`src/rtl/match_event_gen_if.sv`:
```
// Detection-event stream from match_event_gen towards the in-band packet builder.
// The head is presented on ev_valid and consumed on ev_valid & ev_ready.
interface match_event_gen_if #(
    parameter int TS_WIDTH = 32
);
    logic                ev_valid;
    logic                ev_ready;
    logic [TS_WIDTH-1:0] ev_ts;
    logic [3:0]          ev_hits;

    modport master (output ev_valid, ev_ts, ev_hits, input ev_ready);
    modport slave  (input ev_valid, ev_ts, ev_hits, output ev_ready);
endinterface

```
`src/rtl/match_event_gen.sv`:
```
// N-of-M confirmation of correlator decisions; an event appears on ev two cycles after the deciding valid.
// Backpressure: events queue in a registered-output FIFO; pushes into a full FIFO without a pop are counted as lost.
module match_event_gen #(
    parameter int TS_WIDTH   = 32,
    parameter int FIFO_DEPTH = 4
) (
    input  logic        clk,
    input  logic        reset,
    input  logic        rxstrobe,
    input  logic        valid,
    input  logic        match,
    input  logic [31:0] cdata,
    input  logic [2:0]  cstate,
    input  logic        cwrite,
    match_event_gen_if.master ev,
    output logic [7:0]  overflow_cnt,
    output logic [15:0] debugbus
);
    localparam int AW    = (FIFO_DEPTH > 1) ? $clog2(FIFO_DEPTH) : 1;
    localparam int CNT_W = AW + 1;

    localparam logic [1:0] S_IDLE  = 2'd0;
    localparam logic [1:0] S_ARMED = 2'd1;
    localparam logic [1:0] S_EVAL  = 2'd2;
    localparam logic [1:0] S_HOLD  = 2'd3;

    typedef struct packed {
        logic [TS_WIDTH-1:0] ts;
        logic [3:0]          hits;
    } event_t;

    logic [15:0]         holdoff;
    logic [15:0]         hold_cnt;
    logic                enable;
    logic [3:0]          req_n;
    logic [3:0]          win_m;
    logic [TS_WIDTH-1:0] sample_cnt;
    logic [TS_WIDTH-1:0] cand_ts;
    logic [14:0]         hist;
    logic [1:0]          state;
    logic [3:0]          hits;

    event_t              mem [FIFO_DEPTH];
    logic [AW-1:0]       rd_ptr;
    logic [AW-1:0]       wr_ptr;
    logic [CNT_W-1:0]    fifo_cnt;
    logic                ev_vld_q;
    event_t              head;

    logic                cfg_load;
    logic                push;
    logic                pop;
    logic                full;
    logic                push_ok;
    logic                drop;
    event_t              push_dat;
    logic [AW-1:0]       rd_nxt;
    logic [CNT_W-1:0]    cnt_nxt;
    event_t              head_nxt;
    logic                cfg_unused;

    assign cfg_load   = cwrite && (cstate == 3'd1);
    assign cfg_unused = ^{cdata[15:10], cdata[8]};

    always_comb begin
        hits = '0;
        for (int i = 0; i < 15; i++)
            if (i < int'(win_m)) hits = hits + 4'(hist[i]);
    end

    always_comb begin
        push          = (state == S_EVAL) && (hits >= req_n) && enable && !cfg_load;
        push_dat.ts   = cand_ts;
        push_dat.hits = hits;
        pop           = ev_vld_q && ev.ev_ready;
        full          = (fifo_cnt == CNT_W'(FIFO_DEPTH));
        push_ok       = push && (!full || pop);
        drop          = push && !push_ok;
        rd_nxt        = rd_ptr + AW'(pop);
        cnt_nxt       = fifo_cnt + CNT_W'(push_ok) - CNT_W'(pop);
        // Head register is refilled from storage, or bypassed when the write lands on an empty queue.
        head_nxt      = head;
        if (cnt_nxt != '0)
            head_nxt = (push_ok && ((fifo_cnt - CNT_W'(pop)) == '0)) ? push_dat : mem[rd_nxt];
    end

    always_ff @(posedge clk) begin
        if (push_ok) mem[wr_ptr] <= push_dat;
    end

    always_ff @(posedge clk) begin
        if (!reset) begin
            rd_ptr   <= '0;
            wr_ptr   <= '0;
            fifo_cnt <= '0;
            ev_vld_q <= 1'b0;
            head     <= '0;
        end else begin
            rd_ptr   <= rd_nxt;
            wr_ptr   <= wr_ptr + AW'(push_ok);
            fifo_cnt <= cnt_nxt;
            ev_vld_q <= (cnt_nxt != '0);
            head     <= head_nxt;
        end
    end

    always_ff @(posedge clk) begin
        if (!reset) begin
            holdoff      <= '0;
            enable       <= 1'b0;
            req_n        <= 4'd1;
            win_m        <= 4'd1;
            sample_cnt   <= '0;
            cand_ts      <= '0;
            hist         <= '0;
            hold_cnt     <= '0;
            state        <= S_IDLE;
            overflow_cnt <= '0;
        end else begin
            if (rxstrobe) sample_cnt <= sample_cnt + TS_WIDTH'(1);

            if (cfg_load)
                overflow_cnt <= '0;
            else if (drop && (overflow_cnt != 8'hFF))
                overflow_cnt <= overflow_cnt + 8'd1;

            if (cfg_load) begin
                holdoff  <= cdata[31:16];
                enable   <= cdata[9];
                req_n    <= (cdata[7:4] == 4'd0) ? 4'd1 : cdata[7:4];
                win_m    <= (cdata[3:0] == 4'd0) ? 4'd1 : cdata[3:0];
                hist     <= '0;
                hold_cnt <= '0;
                state    <= S_ARMED;
            end else if (!enable) begin
                hist     <= '0;
                hold_cnt <= '0;
                state    <= S_IDLE;
            end else begin
                case (state)
                    S_IDLE: state <= S_ARMED;
                    S_ARMED: begin
                        if (valid) begin
                            hist    <= {hist[13:0], match};
                            cand_ts <= sample_cnt;
                            state   <= S_EVAL;
                        end
                    end
                    S_EVAL: begin
                        if (push) begin
                            // A decision arriving alongside the detection counts toward the holdoff if one is set.
                            if (holdoff == 16'd0) begin
                                hist  <= valid ? {14'b0, match} : 15'b0;
                                state <= S_ARMED;
                            end else begin
                                hist <= '0;
                                if (valid) begin
                                    hold_cnt <= holdoff - 16'd1;
                                    state    <= (holdoff == 16'd1) ? S_ARMED : S_HOLD;
                                end else begin
                                    hold_cnt <= holdoff;
                                    state    <= S_HOLD;
                                end
                            end
                        end else begin
                            if (valid) hist <= {hist[13:0], match};
                            state <= S_ARMED;
                        end
                    end
                    default: begin
                        if (valid) begin
                            hold_cnt <= hold_cnt - 16'd1;
                            if (hold_cnt == 16'd1) state <= S_ARMED;
                        end
                    end
                endcase
            end
        end
    end

    assign ev.ev_valid = ev_vld_q;
    assign ev.ev_ts    = head.ts;
    assign ev.ev_hits  = head.hits;

    assign debugbus = {state, hits, 3'(fifo_cnt), ev_vld_q, ev.ev_ready, valid, match, enable, 2'b00};
endmodule
```
`src/flat_wrapper.sv`:
```
// flat-port wrapper written by rule: the top's interface ports become plain ports
module match_event_gen_flat 
#(
    parameter int TS_WIDTH   = 32,
    parameter int FIFO_DEPTH = 4
)
  (clk, reset, rxstrobe, valid, match, cdata, cstate, cwrite, overflow_cnt, debugbus, ev_ev_valid, ev_ev_ts, ev_ev_hits, ev_ev_ready);
  match_event_gen_if #(.TS_WIDTH(TS_WIDTH)) ev_i ();
  input  logic clk;
  input  logic reset;
  input  logic rxstrobe;
  input  logic valid;
  input  logic match;
  input  logic [31:0] cdata;
  input  logic [2:0] cstate;
  input  logic cwrite;
  output logic [7:0] overflow_cnt;
  output logic [15:0] debugbus;
  output wire logic [$bits(ev_i.ev_valid)-1:0] ev_ev_valid;
  output wire logic [$bits(ev_i.ev_ts)-1:0] ev_ev_ts;
  output wire logic [$bits(ev_i.ev_hits)-1:0] ev_ev_hits;
  input wire logic [$bits(ev_i.ev_ready)-1:0] ev_ev_ready;
  assign ev_ev_valid = ev_i.ev_valid;
  assign ev_ev_ts = ev_i.ev_ts;
  assign ev_ev_hits = ev_i.ev_hits;
  assign ev_i.ev_ready = ev_ev_ready;
  match_event_gen #(.TS_WIDTH(TS_WIDTH), .FIFO_DEPTH(FIFO_DEPTH)) u_core (.clk(clk), .reset(reset), .rxstrobe(rxstrobe), .valid(valid), .match(match), .cdata(cdata), .cstate(cstate), .cwrite(cwrite), .ev(ev_i), .overflow_cnt(overflow_cnt), .debugbus(debugbus));
endmodule
```
`config.mk`:
```
export PLATFORM = sky130hd
export DESIGN_NAME = match_event_gen_flat
export DESIGN_NICKNAME = d
export VERILOG_FILES = /design/src/rtl/match_event_gen_if.sv /design/src/rtl/match_event_gen.sv /design/src/flat_wrapper.sv
export SDC_FILE = /design/constraint.sdc
export NUM_CORES = 1
export LEC_CHECK = 0
export ABC_AREA = 1
export ABC_CLOCK_PERIOD_IN_PS = 32900
export CAP_MARGIN = 25
export CORE_AREA = 2 2 164 166
export CTS_CLUSTER_SIZE = 16
export DETAILED_ROUTE_END_ITERATION = 10
export DIE_AREA = 0 0 166 168
export DONT_BUFFER_PORTS = 1
export PLACE_DENSITY = 0.74
export RECOVER_POWER = 50
export REMOVE_ABC_BUFFERS = 1
export SLEW_MARGIN = 0
export SYNTH_ARGS = -nofsm -noshare
export SYNTH_HDL_FRONTEND = slang
export SYNTH_SLANG_ARGS = --single-unit
export TNS_END_PERCENT = 1
```
`constraint.sdc`:
```
create_clock -name clk -period 32.9 [get_ports clk]
set_input_delay 4.935 -clock clk [delete_from_list [all_inputs] [get_ports clk]]
set_output_delay 4.935 -clock clk [all_outputs]
set_load 0.05 [all_outputs]
```
==> metrics, run 1 <==
result of the run=finished, violations left; violated checks=capacitance limit, slew limit; vias per std cell=5.56; post-synthesis instance total=1676; maximum number of pins on one net before global-route repair=65; met3 demand-to-capacity share in global routing=0.0402; final WL=32200 um; slowest cell on the critical path=dfxtp_1; post-route worst setup slack=18770 ps; leading cell type in the layout, fill and taps excluded=nand2_1; count of flip-flops with a built-in enable after synthesis=144; Worst path max stage delay=540 ps; ys async rst share=0; effective utilization at floorplan=0.575; worst slew margin relative to its limit=-0.757; minimum period implied by the final worst setup slack=14130 ps; Diodes inserted=0; area growth from synthesis to layout=9.83%; Tightest Pin Transition=2640 ps; core region area=26400 um^2; Worst setup EP type=output port; end-of-flow core utilization=0.631; wire length of the first global-routing pass=52600 um; number of setup buffers added after CTS=0; class of the most critical setup path=reg2out; maximum fanout encountered on the critical timing path=10; path type of the worst min-delay path=reg2reg; placer's final routability congestion estimate=0.894; die span in x=166 um; required time at the endpoint of the critical path=27960 ps; clock transition at the registers of the reported paths=60 ps; vias after detailed routing=11.3k; Leak Pwr=0.00656 uW; GR met2 Demand/Resource=0.416; Final Setup Violations=0; die outline area=27900 um^2; crit start category=flop; post-route clock skew=16.1 ps; Top FF cell, synth=dfxtp_1; area taken by multi-input logic gates=6370 um^2; TritonCTS clock tree=done; FILL cells=2134; clock latency of the later-clocked register in the worst-skew pair=520 ps; number of levels in the clock H-tree=2; Pins Over Slew Limit=141; syn avg cell area=9.04 um^2; Seq/Total Area, Yosys=0.515; final total negative setup slack=0 ps; CTS Sinks=318; Yosys Warn Count=0; grt met1 use=0.282; RSZ-0062 raised after global routing=no; number of antenna violations at the first check in global routing=0; DRC violation count after routing=0; GRT Util Overall=0.230; area taken by flip-flops and latches=7810 um^2; antenna violation net count after detailed routing=0; Cell Count, Final, Fillers Out=2030; most frequent cells in the layout=313 x nand2_1, 188 x inv_1, 174 x dfxtp_1; clock root cell=clkbuf_16; hold bufs inserted after CTS=0; Hold Violations, Final=0; HPWL after DPL=21100 um; part of the cycle the worst path needs=0.429; maximum clock rate=70.8 MHz; Synth cell types=51; I/O pin total=103; Max clock buf depth=3; drt initial violations=714; worst-case setup slack after placement=19290 ps; height of the chip=168 um; layout cell share with drive strength beyond 1=0.112; Wirelength per Cell=15.9 um; Pwr per Cell Area=66.0 nW/um^2; Post-CTS Resized=0; arrival time of data at the critical path endpoint=9200 ps; vias in the first global route=11.0k; number of detailed-routing iterations run before antenna repair=5; total congestion overflow after global routing=0; total instance count after detailed placement=1967; Port Buffer Count=0; number of placement rows=60; Maximum Capacitance Violations=3; worst vdd rail ir drop=0.0712 mV; final-stage net count=1752; critical path's most frequent cell=nand2_1; cell area after synthesis=15100 um^2; global-route layer with the greatest usage=met2; Yosys reg bits=318; total clock buffers created by CTS=34
-- Yosys cell counts (all sizes together), types with 2 or more instances --
| cell | instances | share of area |
|---|---|---|
| dfxtp | 174 | 0.23 |
| xnor2 | 7 | 0.0040 |
| xor2 | 15 | 0.0087 |
| a31oi | 10 | 0.0041 |
| ha | 46 | 0.038 |
| nand2 | 334 | 0.088 |
| mux2i | 36 | 0.024 |
| clkbuf | 55 | 0.014 |
| a211oi | 5 | 0.0025 |
| o211ai | 19 | 0.0094 |
| mux2 | 37 | 0.028 |
| nor3 | 28 | 0.0092 |
| o21a | 2 | 0.00099 |
| nor2 | 110 | 0.030 |
| or2 | 20 | 0.0083 |
| nand3 | 78 | 0.031 |
| buf | 14 | 0.0059 |
| edfxtp | 144 | 0.29 |
| nor4 | 12 | 0.0054 |
| a32o | 24 | 0.016 |
| a21oi | 96 | 0.032 |
| a22o | 3 | 0.0017 |
| nand3b | 6 | 0.0030 |
| nand4 | 17 | 0.0070 |
| and2 | 3 | 0.0014 |
| inv | 196 | 0.049 |
| o21ai | 169 | 0.057 |
| o22ai | 6 | 0.0025 |
-- flip-flops by register name (all words and copies together) (netlist names), 4 cells and up --
register / cells
u_core.ev.ev_hits: 4
u_core.holdoff: 16
u_core.mem: 144
u_core.overflow_cnt: 8
u_core.hold_cnt: 16
u_core.cand_ts: 32
u_core.sample_cnt: 32
u_core.win_m: 4
u_core.hist: 15
u_core.ev.ev_ts: 32
u_core.req_n: 4
-- through the flow --
step | power, uW | hold WS (ps) | instance area (um^2)
floorplan | 675 | 448 | 14900
detailed placement | 718 | 477 | 15500
finish | 1100 | 492 | 16600
global placement | 711 | 465 | 15500
CTS | 1100 | 492 | 16600
global route | 1140 | 517 | 16600
-- layout make-up --
type                            instances  share of cell area
Clock buffer                           44              0.0565
Multi-Input combinational cell       1093               0.383
Sequential cell                       318               0.469
Timing Repair Buffer                   19             0.00963
Clock inverter                         18              0.0117
Inverter                              197              0.0444
Tap cell                              341              0.0256
-- critical path, delay by kind of cell (launching register included) --
kind,cells,cell delay (ps)
DFF,1,540
AOI/OAI and AO/OA,3,420
adders and majority gates,14,3670
and+or+nand+nor,31,3450
buffers and inverters,4,590
-- final timing paths --
check / slack, ps / endpoint / cells after the start / startpoint
setup / recovery: 18770 / debugbus[13] / 52 / u_core.win_m[3]
hold / removal: 490 / u_core.sample_cnt[12] / 1 / u_core.sample_cnt[12]
setup reg to reg: 20270 / u_core.ev.ev_ts[2] / 64 / u_core.win_m[3]
hold reg to reg: 490 / u_core.sample_cnt[12] / 1 / u_core.sample_cnt[12]
-- power by group --
group / switching, uW / internal (uW)
combinational: 94.9 / 74.0
clock: 156 / 228
sequential: 108 / 437
-- per-layer routing --
metal / up-vias / routed length [um]
li1: 5671 / -
met1: 5327 / 13700
met2: 248 / 16400
met3: 41 / 1620
met4: 0 / 523
met5: - / 0
-- cells by family (layout without fill, tap and decap cells) --
group	Yosys count	in the layout	share of synthesized area
simple gates	609	609	0.184
buf+inv	266	278	0.0684
compound gates	340	340	0.129
fa+ha+maj	47	47	0.0393
mux	73	73	0.0513
xor+xnor	22	22	0.0127
flops	318	318	0.515
other cells	1	2	0.000248
(Power assumes the default switching activity.)
==> run 2, diff against run 1 <==
Settings changed: ABC_CLOCK_PERIOD_IN_PS 32900 to 13600.
Clock period 32.9 ns to 13.6 ns, I/O delays scaled along.
==> run 2 against run 1 <==
Hold slack is essentially flat. The flow still finishes with violations (capacitance limit, slew limit). Sequential power grew 140%. Routed wire length grew 0.65%. Sequential share of layout area grew 0.26 points. Non-clock buffer count shrank 3. Combinational power grew 140%. Clock skew grew 1.5 ps. Flip-flop and latch count is the same. Via count grew 0.24%.
==> metrics, run 2 (synthesis gave the netlist of run 1 again) <==
core region area=26400 um^2 (unchanged); worst vdd rail ir drop=0.176 mV (+150%); worst-case setup slack after placement=1170 ps (-18120 ps); maximum fanout encountered on the critical timing path=25 (+15); end-of-flow core utilization=0.628 (-0.00347); maximum clock rate=80.1 MHz; antenna violation net count after detailed routing=0 (unchanged); final total negative setup slack=0 ps (unchanged); path type of the worst min-delay path=reg2reg; maximum number of pins on one net before global-route repair=73 (+12%); Cell Count, Final, Fillers Out=2025 (-0.25%); clock transition at the registers of the reported paths=60 ps (about the same); met3 WL=1680 um (+3.8%); minimum period implied by the final worst setup slack=12490 ps; number of placement rows=60 (unchanged); layout cell share with drive strength beyond 1=0.109 (-0.00323); Port Buffer Count=0 (unchanged); clock latency of the later-clocked register in the worst-skew pair=520 ps (about the same); switching power=871 uW (+140%); wire length on met1=13600 um (-0.71%); number of setup buffers added after CTS=0 (unchanged); worst slew margin relative to its limit=-0.775 (-0.0183); register share of total power=0.504 (+0.007); number of levels in the clock H-tree=2 (unchanged); DRC violation count after routing=0 (unchanged); hold bufs inserted after CTS=0 (unchanged); total instance count after detailed placement=1964 (-0.15%); total congestion overflow after global routing=0 (unchanged); GRT Util Overall=0.229 (-0.000519); vias in the first global route=10.8k (-1.3%); reg-to-reg setup timing slack=1110 ps (-19160 ps); Worst setup EP type=flop; share of total power in the clock network=0.343 (-0.007); height of the chip=168 um (unchanged); result of the run=finished, violations left; Internal Dissipation=1750 uW (+140%); Hold Violations, Final=0 (unchanged); final WL=32400 um (+0.65%); clock root cell=clkbuf_16; vias after detailed routing=11.3k (+0.24%); class of the most critical setup path=reg2reg; hold depth=2 (+1); flip-flop count of the largest register after layout=144 (unchanged); Logic pwr share=0.153 (about the same); total clock buffers created by CTS=34 (unchanged); part of the cycle the worst path needs=0.918; Pins Over Slew Limit=65 (-54%); FF-to-FF path depth=66 (+3.1%); violated checks=capacitance limit, slew limit; leading cell type in the layout, fill and taps excluded=nand2_1; post-route clock skew=17.6 ps (+1.49 ps); Wirelength per Cell=16.0 um (+0.90%); Diodes inserted=0 (unchanged); placer's final routability congestion estimate=0.890 (-0.49%); number of detailed-routing iterations run before antenna repair=5 (unchanged); Worst path max stage delay=530 ps (about the same); most frequent cells in the layout=313 x nand2_1, 188 x inv_1, 174 x dfxtp_1; CTS Sinks=318 (unchanged); wire length of the first global-routing pass=52600 um (about the same); required time at the endpoint of the critical path=14010 ps (-13950 ps); final-stage net count=1749 (-0.17%); HPWL after DPL=21100 um (about the same); Max clock buf depth=3 (unchanged); highest routed layer=met4; Leak Pwr=0.00652 uW (-0.60%); arrival time of data at the critical path endpoint=12890 ps (+3690 ps); area growth from synthesis to layout=9.23%; Post-CTS Resized=0 (unchanged); Tightest Pin Transition=2660 ps (+27.5 ps); effective utilization at floorplan=0.575 (unchanged); die outline area=27900 um^2 (unchanged); switch share=0.332 (+0.00519); number of antenna violations at the first check in global routing=0 (unchanged); critical path's most frequent cell=nand2_1; TritonCTS clock tree=done; DR WL met2=16500 um (+0.81%); FILL cells=2167 (+1.5%); vias per std cell=5.59 (+0.49%); drt initial violations=796 (+11%); Pwr per Cell Area=158 nW/um^2 (+140%); RSZ-0062 raised after global routing=no; Final Setup Violations=0 (unchanged); Maximum Capacitance Violations=1 (-2); I/O pin total=103 (unchanged); post-route worst setup slack=1110 ps (-17660 ps); register containing the most flip-flops in the final layout=u_core.mem; crit start category=flop; slowest cell on the critical path=dfxtp_1; die span in x=166 um (unchanged); worst hold slack=492 ps (-0.203 ps)
run 2: through the flow:
stage / cell area, um^2 / total power, uW
after floorplan: 14900 / 1630
after global placement: 15500 / 1720
after detailed placement: 15500 / 1740
after CTS: 16500 / 2630
after global routing: 16500 / 2720
final: 16500 / 2620
run 2: routing by layer:
metal	track usage	up-vias
met1	0.281	5330
li1	-	5671
met4	0.0616	0
met5	0	-
met2	0.419	257
met3	0.0383	56
run 2: worst max-delay path: cells and delay by family, from the launching register on:
kind | cells | cell delay (ps)
AOI/OAI and AO/OA | 5 | 990
xor gates and xnor gates | 1 | 80
and+or+nand+nor | 36 | 4870
DFF | 1 | 530
buffers and inverters | 7 | 1240
adders and majority gates | 17 | 4650
run 2: area by class of cell:
type	count	area, um^2	area share
flip-flops and latches	318	7810	0.472
repair buffers	16	133	0.00802
clock buffers	45	923	0.0558
inverters	197	739	0.0447
clock inverters	15	159	0.00960
well taps	341	427	0.0258
multi-input cells	1093	6360	0.384
run 2: power by group through the flow:
stage,clock [uW],sequential [uW],combinational [uW]
finish,898,1320,400
global route,948,1330,446
CTS,911,1320,395
detailed placement,0,1340,392
global placement,0,1340,379
floorplan,0,1320,309
run 2: worst paths after layout:
path,startpoint,end
worst min-delay path,u_core.sample_cnt[8],u_core.sample_cnt[8]
worst max-delay path,u_core.win_m[3],u_core.ev.ev_ts[28]
worst min register to register,u_core.sample_cnt[8],u_core.sample_cnt[8]
worst max register to register,u_core.win_m[3],u_core.ev.ev_ts[28]
